==> config.mk <==
export PLATFORM = sky130hd
export DESIGN_NAME = char_ram_writer_flat
export DESIGN_NICKNAME = d
export VERILOG_FILES = /design/src/rtl/char_ram_writer_if.sv /design/src/rtl/char_ram_writer.sv /design/src/flat_wrapper.sv
export SDC_FILE = /design/constraint.sdc
export NUM_CORES = 1
export LEC_CHECK = 0
export BUFFER_PORTS_ARGS = -buffer_cell sky130_fd_sc_hd__buf_2
export CAP_MARGIN = 20
export CORE_MARGIN = 4
export CORE_UTILIZATION = 56
export CTS_BUF_LIST = sky130_fd_sc_hd__clkbuf_2
export DETAILED_ROUTE_END_ITERATION = 6
export HOLD_SLACK_MARGIN = 0.15
export PLACE_DENSITY_LB_ADDON = 0.3
export SLEW_MARGIN = 40
export SYNTH_ARGS = -nofsm -noshare
export SYNTH_HDL_FRONTEND = slang
export SYNTH_SLANG_ARGS = --single-unit
==> constraint.sdc <==
create_clock -name clk -period 3.6 [get_ports clk]
set_input_delay 0.54 -clock clk [delete_from_list [all_inputs] [get_ports clk]]
set_output_delay 0.54 -clock clk [all_outputs]
set_load 0.02 [all_outputs]
==> src/rtl/char_ram_writer_if.sv <==
// -----------------------------------------------------------------------------
// char_ram_writer_if
//
// Purpose:
//   Bundles the two buses of the character memory write engine. The first is the
//   host byte stream (valid/ready handshake). The second is the memory port: the
//   registered write port plus the readback address/data pair.
//
// Signals:
//   s_valid  stream byte valid                      (host   -> writer)
//   s_ready  stream byte accepted when both high    (writer -> host)
//   s_data   stream byte                            (host   -> writer)
//   wr_en    memory write enable                    (writer -> memory)
//   wr_addr  memory write address                   (writer -> memory)
//   wr_data  memory write data                      (writer -> memory)
//   rd_addr  readback address                       (writer -> memory)
//   rd_data  readback data, one cycle after rd_addr (memory -> writer)
//
// Modports:
//   slave   the writer: it sinks the stream and owns the memory port
//   master  the surroundings: the host stream source and the memory
// -----------------------------------------------------------------------------
interface char_ram_writer_if #(
  parameter int ADDR_W = 12,
  parameter int DATA_W = 8
);
  logic              s_valid;
  logic              s_ready;
  logic [DATA_W-1:0] s_data;

  logic              wr_en;
  logic [ADDR_W-1:0] wr_addr;
  logic [DATA_W-1:0] wr_data;
  logic [ADDR_W-1:0] rd_addr;
  logic [DATA_W-1:0] rd_data;

  modport slave (
    input  s_valid, s_data, rd_data,
    output s_ready, wr_en, wr_addr, wr_data, rd_addr
  );

  modport master (
    output s_valid, s_data, rd_data,
    input  s_ready, wr_en, wr_addr, wr_data, rd_addr
  );
endinterface

==> src/rtl/char_ram_writer.sv <==
// -----------------------------------------------------------------------------
// char_ram_writer
//
// Purpose:
//   Write-side engine for the 4096x8 character glyph memory. It accepts a host
//   byte stream and bulk-fill commands, and drives the memory's registered write
//   port. An auto-advancing write pointer with a programmable stride (0..15) lets
//   the host upload fonts and clear or patch glyph rows at run time.
//
// Optional feature (compile-time macro CHAR_WR_VERIFY_EN):
//   When defined, each written byte is read back and compared. rd_addr repeats
//   wr_addr one cycle after the write. The returned rd_data is compared two
//   cycles after the write. A mismatch raises the sticky verify_err. Writing is
//   never stalled. When undefined, rd_addr and verify_err are tied to 0, rd_data
//   is ignored, and no compare pipeline exists.
//
// Ports:
//   clk         system clock, rising edge
//   rst         asynchronous reset, active-high; aborts a running fill at once
//   bus         char_ram_writer_if.slave: stream handshake + memory port
//   ptr_load    strobe: load pointer from ptr_value and stride from ptr_incr
//   ptr_value   new pointer value
//   ptr_incr    new stride
//   fill_start  strobe: start a bulk fill of fill_count copies of fill_value
//   fill_value  fill byte, latched on fill_start
//   fill_count  fill length; 0 is a no-op, values above 2**ADDR_W clip
//   err_clr     clears err and verify_err (a same-cycle new error wins)
//   busy        high while a fill is running
//   err         sticky: a command arrived while busy and was dropped
//   ptr         current write pointer
//   verify_err  sticky: readback mismatch
// -----------------------------------------------------------------------------
module char_ram_writer #(
  parameter int ADDR_W = 12,
  parameter int DATA_W = 8
) (
  input  logic              clk,
  input  logic              rst,
  char_ram_writer_if.slave  bus,
  input  logic              ptr_load,
  input  logic [ADDR_W-1:0] ptr_value,
  input  logic [3:0]        ptr_incr,
  input  logic              fill_start,
  input  logic [DATA_W-1:0] fill_value,
  input  logic [ADDR_W:0]   fill_count,
  input  logic              err_clr,
  output logic              busy,
  output logic              err,
  output logic [ADDR_W-1:0] ptr,
  output logic              verify_err
);

  typedef enum logic {
    ST_IDLE = 1'b0,
    ST_FILL = 1'b1
  } state_e;

  // Largest fill the pointer space can hold, and the "last write" count.
  localparam logic [ADDR_W:0] MaxFill = {1'b1, {ADDR_W{1'b0}}};
  localparam logic [ADDR_W:0] OneCnt  = {{ADDR_W{1'b0}}, 1'b1};

  state_e            state_q, state_d;
  logic [ADDR_W-1:0] ptr_q, ptr_d;
  logic [3:0]        stride_q, stride_d;
  logic [ADDR_W:0]   remaining_q, remaining_d;
  logic [DATA_W-1:0] fill_value_q, fill_value_d;
  logic              wr_en_q, wr_en_d;
  logic [ADDR_W-1:0] wr_addr_q, wr_addr_d;
  logic [DATA_W-1:0] wr_data_q, wr_data_d;
  logic              err_q, err_d;

  logic              s_ready;
  logic              accept;
  logic              fill_req;
  logic              cmd_dropped;
  logic [ADDR_W-1:0] ptr_step;
  logic [ADDR_W:0]   fill_len;

  assign accept   = s_ready && bus.s_valid;
  assign fill_req = fill_start && (fill_count != '0);
  // Modulo-2**ADDR_W advance; the carry out of the top bit is discarded.
  assign ptr_step = ptr_q + {{(ADDR_W-4){1'b0}}, stride_q};
  assign fill_len = (fill_count > MaxFill) ? MaxFill : fill_count;

  // ---------------------------------------------------------------------------
  // FSM: state register
  // ---------------------------------------------------------------------------
  always_ff @(posedge clk or posedge rst) begin
    if (rst) begin
      state_q <= ST_IDLE;
    end else begin
      // NOTE: every flop takes a non-blocking assignment so that all registers
      // sample the values from before the clock edge, regardless of block order.
      state_q <= state_d;
    end
  end

  // ---------------------------------------------------------------------------
  // FSM: next state
  // ---------------------------------------------------------------------------
  always_comb begin
    // NOTE: a default at the top of every combinational block guarantees each
    // output is assigned on every path, so no latch can be inferred.
    state_d = state_q;
    unique case (state_q)
      ST_IDLE: if (fill_req) state_d = ST_FILL;
      // Leave FILL in the same cycle that issues the final write.
      ST_FILL: if (remaining_q == OneCnt) state_d = ST_IDLE;
      default: state_d = ST_IDLE;
    endcase
  end

  // ---------------------------------------------------------------------------
  // FSM: outputs
  // ---------------------------------------------------------------------------
  always_comb begin
    s_ready = 1'b0;
    busy    = 1'b0;
    unique case (state_q)
      ST_IDLE: s_ready = 1'b1;
      ST_FILL: busy    = 1'b1;
      default: begin
        s_ready = 1'b0;
        busy    = 1'b0;
      end
    endcase
  end

  // ---------------------------------------------------------------------------
  // Datapath: pointer, stride, fill bookkeeping, write port, error flag
  // ---------------------------------------------------------------------------
  always_comb begin
    ptr_d        = ptr_q;
    stride_d     = stride_q;
    remaining_d  = remaining_q;
    fill_value_d = fill_value_q;
    wr_en_d      = 1'b0;
    wr_addr_d    = wr_addr_q;
    wr_data_d    = wr_data_q;
    cmd_dropped  = 1'b0;

    if (state_q == ST_IDLE) begin
      // The three IDLE actions are applied in order. Later assignments override
      // the pointer, so an accepted byte uses the old ptr. A load then replaces
      // the advanced ptr. A fill starts from whatever ptr results.
      if (accept) begin
        wr_en_d   = 1'b1;
        wr_addr_d = ptr_q;
        wr_data_d = bus.s_data;
        ptr_d     = ptr_step;
      end
      if (ptr_load) begin
        ptr_d    = ptr_value;
        stride_d = ptr_incr;
      end
      if (fill_req) begin
        remaining_d  = fill_len;
        fill_value_d = fill_value;
      end
    end else begin
      wr_en_d     = 1'b1;
      wr_addr_d   = ptr_q;
      wr_data_d   = fill_value_q;
      ptr_d       = ptr_step;
      remaining_d = remaining_q - OneCnt;
      cmd_dropped = ptr_load || fill_start;
    end

    // A new error takes precedence over a simultaneous clear.
    if (cmd_dropped) begin
      err_d = 1'b1;
    end else if (err_clr) begin
      err_d = 1'b0;
    end else begin
      err_d = err_q;
    end
  end

  always_ff @(posedge clk or posedge rst) begin
    if (rst) begin
      ptr_q        <= '0;
      stride_q     <= 4'd1;
      remaining_q  <= '0;
      fill_value_q <= '0;
      wr_en_q      <= 1'b0;
      wr_addr_q    <= '0;
      wr_data_q    <= '0;
      err_q        <= 1'b0;
    end else begin
      ptr_q        <= ptr_d;
      stride_q     <= stride_d;
      remaining_q  <= remaining_d;
      fill_value_q <= fill_value_d;
      wr_en_q      <= wr_en_d;
      wr_addr_q    <= wr_addr_d;
      wr_data_q    <= wr_data_d;
      err_q        <= err_d;
    end
  end

  assign bus.s_ready = s_ready;
  assign bus.wr_en   = wr_en_q;
  assign bus.wr_addr = wr_addr_q;
  assign bus.wr_data = wr_data_q;
  assign ptr         = ptr_q;
  assign err         = err_q;

  // ---------------------------------------------------------------------------
  // Readback verification
  // ---------------------------------------------------------------------------
`ifdef CHAR_WR_VERIFY_EN
  logic [ADDR_W-1:0] rd_addr_q, rd_addr_d;
  logic              chk1_q, chk1_d;
  logic              chk2_q, chk2_d;
  logic [DATA_W-1:0] exp1_q, exp1_d;
  logic [DATA_W-1:0] exp2_q, exp2_d;
  logic              verify_err_q, verify_err_d;
  logic              mismatch;

  // Write in cycle W. The readback address follows in W+1 and the data returns
  // in W+2, where it meets the written byte after two pipeline stages.
  always_comb begin
    rd_addr_d = wr_addr_q;
    chk1_d    = wr_en_q;
    exp1_d    = wr_data_q;
    chk2_d    = chk1_q;
    exp2_d    = exp1_q;
    mismatch  = chk2_q && (bus.rd_data != exp2_q);

    if (mismatch) begin
      verify_err_d = 1'b1;
    end else if (err_clr) begin
      verify_err_d = 1'b0;
    end else begin
      verify_err_d = verify_err_q;
    end
  end

  always_ff @(posedge clk or posedge rst) begin
    if (rst) begin
      rd_addr_q    <= '0;
      chk1_q       <= 1'b0;
      chk2_q       <= 1'b0;
      exp1_q       <= '0;
      exp2_q       <= '0;
      verify_err_q <= 1'b0;
    end else begin
      rd_addr_q    <= rd_addr_d;
      chk1_q       <= chk1_d;
      chk2_q       <= chk2_d;
      exp1_q       <= exp1_d;
      exp2_q       <= exp2_d;
      verify_err_q <= verify_err_d;
    end
  end

  assign bus.rd_addr = rd_addr_q;
  // The live compare result is OR-ed in so the flag shows in the compare cycle
  // itself, two cycles after the write. The flop keeps it high afterwards.
  assign verify_err  = verify_err_q | mismatch;
`else
  logic unused_rd_data;

  assign bus.rd_addr    = '0;
  assign verify_err     = 1'b0;
  assign unused_rd_data = ^bus.rd_data;
`endif

endmodule
==> src/flat_wrapper.sv <==
// flat-port wrapper written by rule: the top's interface ports become plain ports
module char_ram_writer_flat 
#(
  parameter int ADDR_W = 12,
  parameter int DATA_W = 8
)
  (clk, rst, ptr_load, ptr_value, ptr_incr, fill_start, fill_value, fill_count, err_clr, busy, err, ptr, verify_err, bus_s_valid, bus_s_data, bus_rd_data, bus_s_ready, bus_wr_en, bus_wr_addr, bus_wr_data, bus_rd_addr);
  char_ram_writer_if #(.ADDR_W(ADDR_W), .DATA_W(DATA_W)) bus_i ();
  input  logic clk;
  input  logic rst;
  input  logic ptr_load;
  input  logic [ADDR_W-1:0] ptr_value;
  input  logic [3:0] ptr_incr;
  input  logic fill_start;
  input  logic [DATA_W-1:0] fill_value;
  input  logic [ADDR_W:0] fill_count;
  input  logic err_clr;
  output logic busy;
  output logic err;
  output logic [ADDR_W-1:0] ptr;
  output logic verify_err;
  input wire logic [$bits(bus_i.s_valid)-1:0] bus_s_valid;
  input wire logic [$bits(bus_i.s_data)-1:0] bus_s_data;
  input wire logic [$bits(bus_i.rd_data)-1:0] bus_rd_data;
  output wire logic [$bits(bus_i.s_ready)-1:0] bus_s_ready;
  output wire logic [$bits(bus_i.wr_en)-1:0] bus_wr_en;
  output wire logic [$bits(bus_i.wr_addr)-1:0] bus_wr_addr;
  output wire logic [$bits(bus_i.wr_data)-1:0] bus_wr_data;
  output wire logic [$bits(bus_i.rd_addr)-1:0] bus_rd_addr;
  assign bus_i.s_valid = bus_s_valid;
  assign bus_i.s_data = bus_s_data;
  assign bus_i.rd_data = bus_rd_data;
  assign bus_s_ready = bus_i.s_ready;
  assign bus_wr_en = bus_i.wr_en;
  assign bus_wr_addr = bus_i.wr_addr;
  assign bus_wr_data = bus_i.wr_data;
  assign bus_rd_addr = bus_i.rd_addr;
  char_ram_writer #(.ADDR_W(ADDR_W), .DATA_W(DATA_W)) u_core (.clk(clk), .rst(rst), .bus(bus_i), .ptr_load(ptr_load), .ptr_value(ptr_value), .ptr_incr(ptr_incr), .fill_start(fill_start), .fill_value(fill_value), .fill_count(fill_count), .err_clr(err_clr), .busy(busy), .err(err), .ptr(ptr), .verify_err(verify_err));
endmodule
==> results of run 1 <==
## cells by family after synthesis
family                   share of synthesized area
AO/OA/AOI/OAI                                0.169
XOR/XNOR                                    0.0109
adder cells (fa/ha/maj)                     0.0295
buffers and inverters                       0.0667
flip-flops                                   0.466
multiplexers                                0.0911
other                                      0.00116
AND/OR/NAND/NOR                              0.166
## power by group
part / total, mW / switching [mW] / internal [mW]
Combinational: 1.27 / 0.718 / 0.557
Clock: 0.413 / 0.256 / 0.157
Sequential: 1.25 / 0.270 / 0.977
Total: 2.93 / 1.24 / 1.69
## critical path: cells and delay by family (launching register included)
kind,cells,cell delay (ps)
AOI/OAI and AO/OA,3,590
adders and majority gates,2,570
DFF,1,560
and+or+nand+nor,1,200
buffers and inverters,1,60
## placed cells by master, fill, tap and decap left out, drive strengths merged, types with 3 or more instances in the layout
cell type and n:
o21ai 23, nand3 9, nor4 7, mux2i 8
clkinv 3, conb 13, xnor2 4, nor3 5
inv 15, nand2 36, nand4 5, a211oi 6
a211o 4, o211ai 7, ha 6, clkbuf 9
a22oi 4, a22o 3, and3 4, a221o 4
a21oi 8, nor2b 3, mux2 19, dfrtp 59
buf 89, nor2 20
## metrics by stage
stage	util	area [um2]	setup WS, ps	instances
after global placement	0.659	3650	1410	461
final	0.681	3770	1520	478
after CTS	0.681	3770	1320	478
after detailed placement	0.659	3650	1400	461
after global routing	0.681	3770	1340	478
after floorplan	-	3270	1580	325
## layer usage
metal,track usage,wire [um]
met1,0.276,3080
met2,0.340,3450
met3,0.0553,528
met4,0.120,156
met5,0,0
## cell type report
type,instances,share of cell area
inverter,14,0.0139
clock inverter,7,0.0176
sequential,60,0.398
timing repair buffer,90,0.123
clock buffer,9,0.0119
tap,72,0.0239
multi-input combinational,226,0.412
## flip-flops by register name (all words and copies together) (netlist names)
signal and count:
u_core.bus.wr_en 1, u_core.remaining_q 13, u_core.bus.wr_data 8, u_core.err 1, u_core.fill_value_q 8, u_core.state_q 1, u_core.stride_q 4, u_core.ptr 12
u_core.bus.wr_addr 12
## worst paths after layout
kind,startpoint,cells after the start,end
min reg2reg,u_core.stride_q[0],2,u_core.stride_q[0]
max reg2reg,u_core.stride_q[0],7,u_core.ptr[8]
max,u_core.stride_q[0],7,u_core.ptr[8]
min,err_clr,2,u_core.err
min in group asynchronous,rst,3,u_core.fill_value_q[4]
max in group asynchronous,rst,4,u_core.stride_q[0]
==> results.cfg, run 1 <==
[timing]
hold_ws_ps = 212
finalHoldViolations = 0
clock_skew_ps = 15.4
min_period_over_period = 0.576
finalSetupViolCount = 0
fin_crit_ps = 2080
worst-slew-pin-transition_ps = 836
slew_viol_final = 0
relSlewSlack = 0.442
rsz0062_at_grt = false
tns_ps = 0
fmax_mhz = 482

[setup_path]
worstPathCellList = ha_1 -> inv_1 -> fa_1 -> nor2b_1 -> o21ai_0 -> a211oi_1 -> o211ai_1
arrival_ps = 2460
cp_data_required_time_ps = 3980
reg2reg_setup_slack_ps = 1520
critPathCaptureType = flip-flop
critPathSlowestCell = dfstp_2
critical_path.max_fanout = 4
cp_slowest_stage_delay_ps = 560
cp-start-kind = flip-flop
crit_type = flip-flop to flip-flop

[place]
io_buffers = 86
gp_congestion = 0.887
detailed_place_hpwl_um = 5220

[status]
status = finished clean

[clocking]
cts_buffers = 9
clock_sinks = 60
root_buffer = clkbuf_2
cts_resized = 0
cts_hold_buf = 1
cts_tree = yes
clk_pin_slew_worst_paths_ps = 170
post_cts_buffers = 0
htree_levels = 3
clk_path_buf_depth = 2
insertion_delay_ps = 490

[detailed_routing]
route.detailed.drc = 0
vias = 2685
first_pass_iters = 4
drt_iter0_drc = 131
wl_um = 7220
drt-vias-per-instance = 5.62
wl_per_cell_um = 15.1
ant_nets = 0

[floorplan]
rows = 27
coreArea_mm2 = 0.00554
start_util = 0.582
die_w_um = 83.9
ioPinCount = 108
die_y_um = 83.9
dieArea_mm2 = 0.00704

[final_layout]
antenna_cells = 0
num-nets-final = 467
final_layout_size_suffix_gt1_frac = 0.337
area_delta_synth_final_pct = 17.0
seq_area_mm2 = 0.00150
multi_input_area_mm2 = 0.00155
nFillCells = 441

[grt]
grtUsageTotal = 0.218
grt_max_degree = 32
grt_overflow = 0
antenna_found_initial = 0
grt_pass1_vias = 2654
grt_pass1_wl_um = 12300

[logic_synthesis]
ys_types = 58
async_reset_ff_frac = 1.00
netlist_instances = 313
yosys_warnings = 0
synth_edf_count = 0
synth_ff_type = dfrtp_1
synth.most_common_cell = dfrtp_1
yosys-top-cells-count = dfrtp_1, nand2_1, o21ai_0
synth.top_cell.area_share = 0.458
synth_top_area_cell = dfrtp_1
yosysSeqAreaShare = 0.466
syn_area_mm2 = 0.00323
syn_avg_cell_area_um2 = 10.3
synth_area_leaders = dfrtp_1, mux2_2, nand2_1, buf_4, o21ai_0
synth-seq-cells = 60

[power_and_ir_drop]
p_total_mw = 2.93
peakVddDrop_mv = 0.352
power_density_mw_per_mm2 = 777
leakage_nw = 1.81

[job]
cap_violations = 0

[hold_path]
hp-class = input port to flip-flop
No activity file was read; power rests on OpenSTA's default activity.
==> run 2: changes to the inputs <==
Settings changed: CORE_UTILIZATION 56 to 52.
Clock period 3.6 ns to 2 ns, I/O delays scaled along.
==> run 2 against run 1 <==
Effect of this change:
- maximum frequency grew 9.8%
- clock power grew 120%
- largest cell class unchanged
- setup slack lost 1400 ps
- clock-buffer cell count is the same
- worst hold slack lost 16 ps
- total power grew 93%
- routed wire length grew 18%
- flip-flop and latch count is the same
- sequential power grew 81%
==> results.cfg, run 2 (same netlist as run 1, synthesis figures left out) <==
[setup_path]
critical_path.startpoint = u_core.stride_q[0]
r2r_start = u_core.stride_q[0]
critPathCaptureType = flip-flop
worstPathCellList = ha_2 -> inv_1 -> fa_2 -> nor2b_2 -> o21ai_1 -> a21boi_0 -> o211ai_2
crit_type = flip-flop to flip-flop
critical_path.max_fanout = 4
reg2reg_depth = 7
cp_slowest_stage_delay_ps = 580
arrival_ps = 2280
cp-start-kind = flip-flop
critPathSlowestCell = dfstp_2
reg2reg_setup_slack_ps = 110
cp_num_buf_inv = 1
cp_data_required_time_ps = 2390
r2r-end = u_core.ptr[6]
cp_top_family = flip-flops

[timing]
fin_crit_ps = 1890
finalSetupViolCount = 0
fmax_mhz = 529
finalHoldViolations = 0
slew_viol_final = 0
min_period_over_period = 0.945
clock_skew_ps = 18.7
rsz0062_at_grt = true

[detailed_routing]
ant_nets = 0
drt-vias-per-instance = 5.46
route.detailed.drc = 0
vias = 2907
first_pass_iters = 4
wl_per_cell_um = 16.0
drt_iter0_drc = 123
wl_um = 8530

[clocking]
insertion_delay_ps = 490
clk_pin_slew_worst_paths_ps = 190
htree_levels = 3
cts_tree = yes
clk_path_buf_depth = 2
root_buffer = clkbuf_2
cts_buffers = 9
clock_sinks = 60

[hold_path]
hold_start = fill_count[6]
holdPathStages = 3
hp-class = input port to flip-flop
worst_hold_path.endpoint = u_core.remaining_q[6]

[floorplan]
rows = 28
die_y_um = 86.8
coreArea_mm2 = 0.00596
ioPinCount = 108
die_w_um = 86.8
start_util = 0.542
dieArea_mm2 = 0.00753

[final_layout]
final_layout_size_suffix_gt1_frac = 0.333
nFillCells = 433
final_cell_mix = buf_2, dfrtp_1, dlygate4sd3_1
fin_util = 0.730
num-nets-final = 518
antenna_cells = 0
area_delta_synth_final_pct = 34.8
design_area_mm2 = 0.00435
regMostFlops = u_core.remaining_q
final_common_cell = buf_2
largest_reg_flops = 13

[place]
gp_congestion = 0.863
place_area_mm2 = 0.00374
io_buffers = 86
detailed_place_hpwl_um = 5670

[power_and_ir_drop]
power_density_mw_per_mm2 = 1300
peakVddDrop_mv = 0.673
leakage_nw = 2.06

[grt]
grt_max_degree = 36
grtUsageTotal = 0.237
grt_pass1_vias = 2980
grt_overflow = 0
grt_pass1_wl_um = 13900
antenna_found_initial = 0

[status]
status = finished clean

[job]
cap_violations = 0
-- run 2: cell types whose count changed in the layout (fill, tap and decap cells not counted), sizes merged --
cell         delta
dlygate4sd3    +43
buf             +8
bufinv          +1
clkinvlp        -1
-- run 2: through the flow --
step | TNS, ps | total power, mW | hold slack [ps] | setup slack, ps | cells
2_1_floorplan | 0 | 3.86 | 383 | 122 | 325
4_1_cts | 0 | 5.60 | 160 | 14.8 | 532
6_report | 0 | 5.67 | 196 | 109 | 532
3_3_place_gp | 0 | 4.51 | 237 | 68.3 | 472
5_1_grt | -5.35 | 6.11 | 154 | -5.35 | 532
3_5_place_dp | 0 | 4.61 | 235 | 39.6 | 472
-- run 2: worst max-delay path by stage --
| stage | depth (start not counted) | to |
|---|---|---|
| 4_1_cts | 8 | u_core.ptr[8] |
| 3_3_place_gp | 7 | u_core.ptr[8] |
| 3_5_place_dp | 7 | u_core.ptr[8] |
| 6_report | 7 | u_core.ptr[6] |
| 2_1_floorplan | 7 | u_core.ptr[8] |
| 5_1_grt | 7 | u_core.ptr[8] |
-- run 2: layout make-up --
class	count	area, um2	share of cell area
clock buffers	9	45.0	0.0104
clock inverters	7	98.8	0.0227
inverters	14	52.6	0.0121
multi-input cells	226	1580	0.363
flip-flops and latches	60	1500	0.346
well taps	75	93.8	0.0216
repair buffers	141	978	0.225
-- run 2: per-layer routing --
metal	global-route usage	vias up	routed length [um]	share of wire
li1	-	1397	-	-
met1	0.297	1382	3530	0.41
met2	0.400	118	4330	0.51
met3	0.0551	10	526	0.062
met4	0.0878	0	146	0.017
met5	0	-	0	0
-- run 2: report_power, final --
part	internal (mW)	switching, mW	total, mW
logic	1.11	1.38	2.50
clock network	0.420	0.495	0.915
registers	1.76	0.504	2.26
total	3.29	2.38	5.67
-- run 2: repair_timing --
item                                    4_1_cts  5_1_grt
pin swaps                                     0        2
buffers inserted                              0        0
gates resized for setup                       1        8
hold buffers                                 44        0
endpoints found under the setup margin        1        4
hold endpoints to repair                    101        0
-- run 2: worst register-to-register path, cell delays in order (launching register included) --
cell and delay (ps):
dfstp_2 580, ha_2 180, inv_1 60, fa_2 340, nor2b_2 150, o21ai_1 130
a21boi_0 250, o211ai_2 110
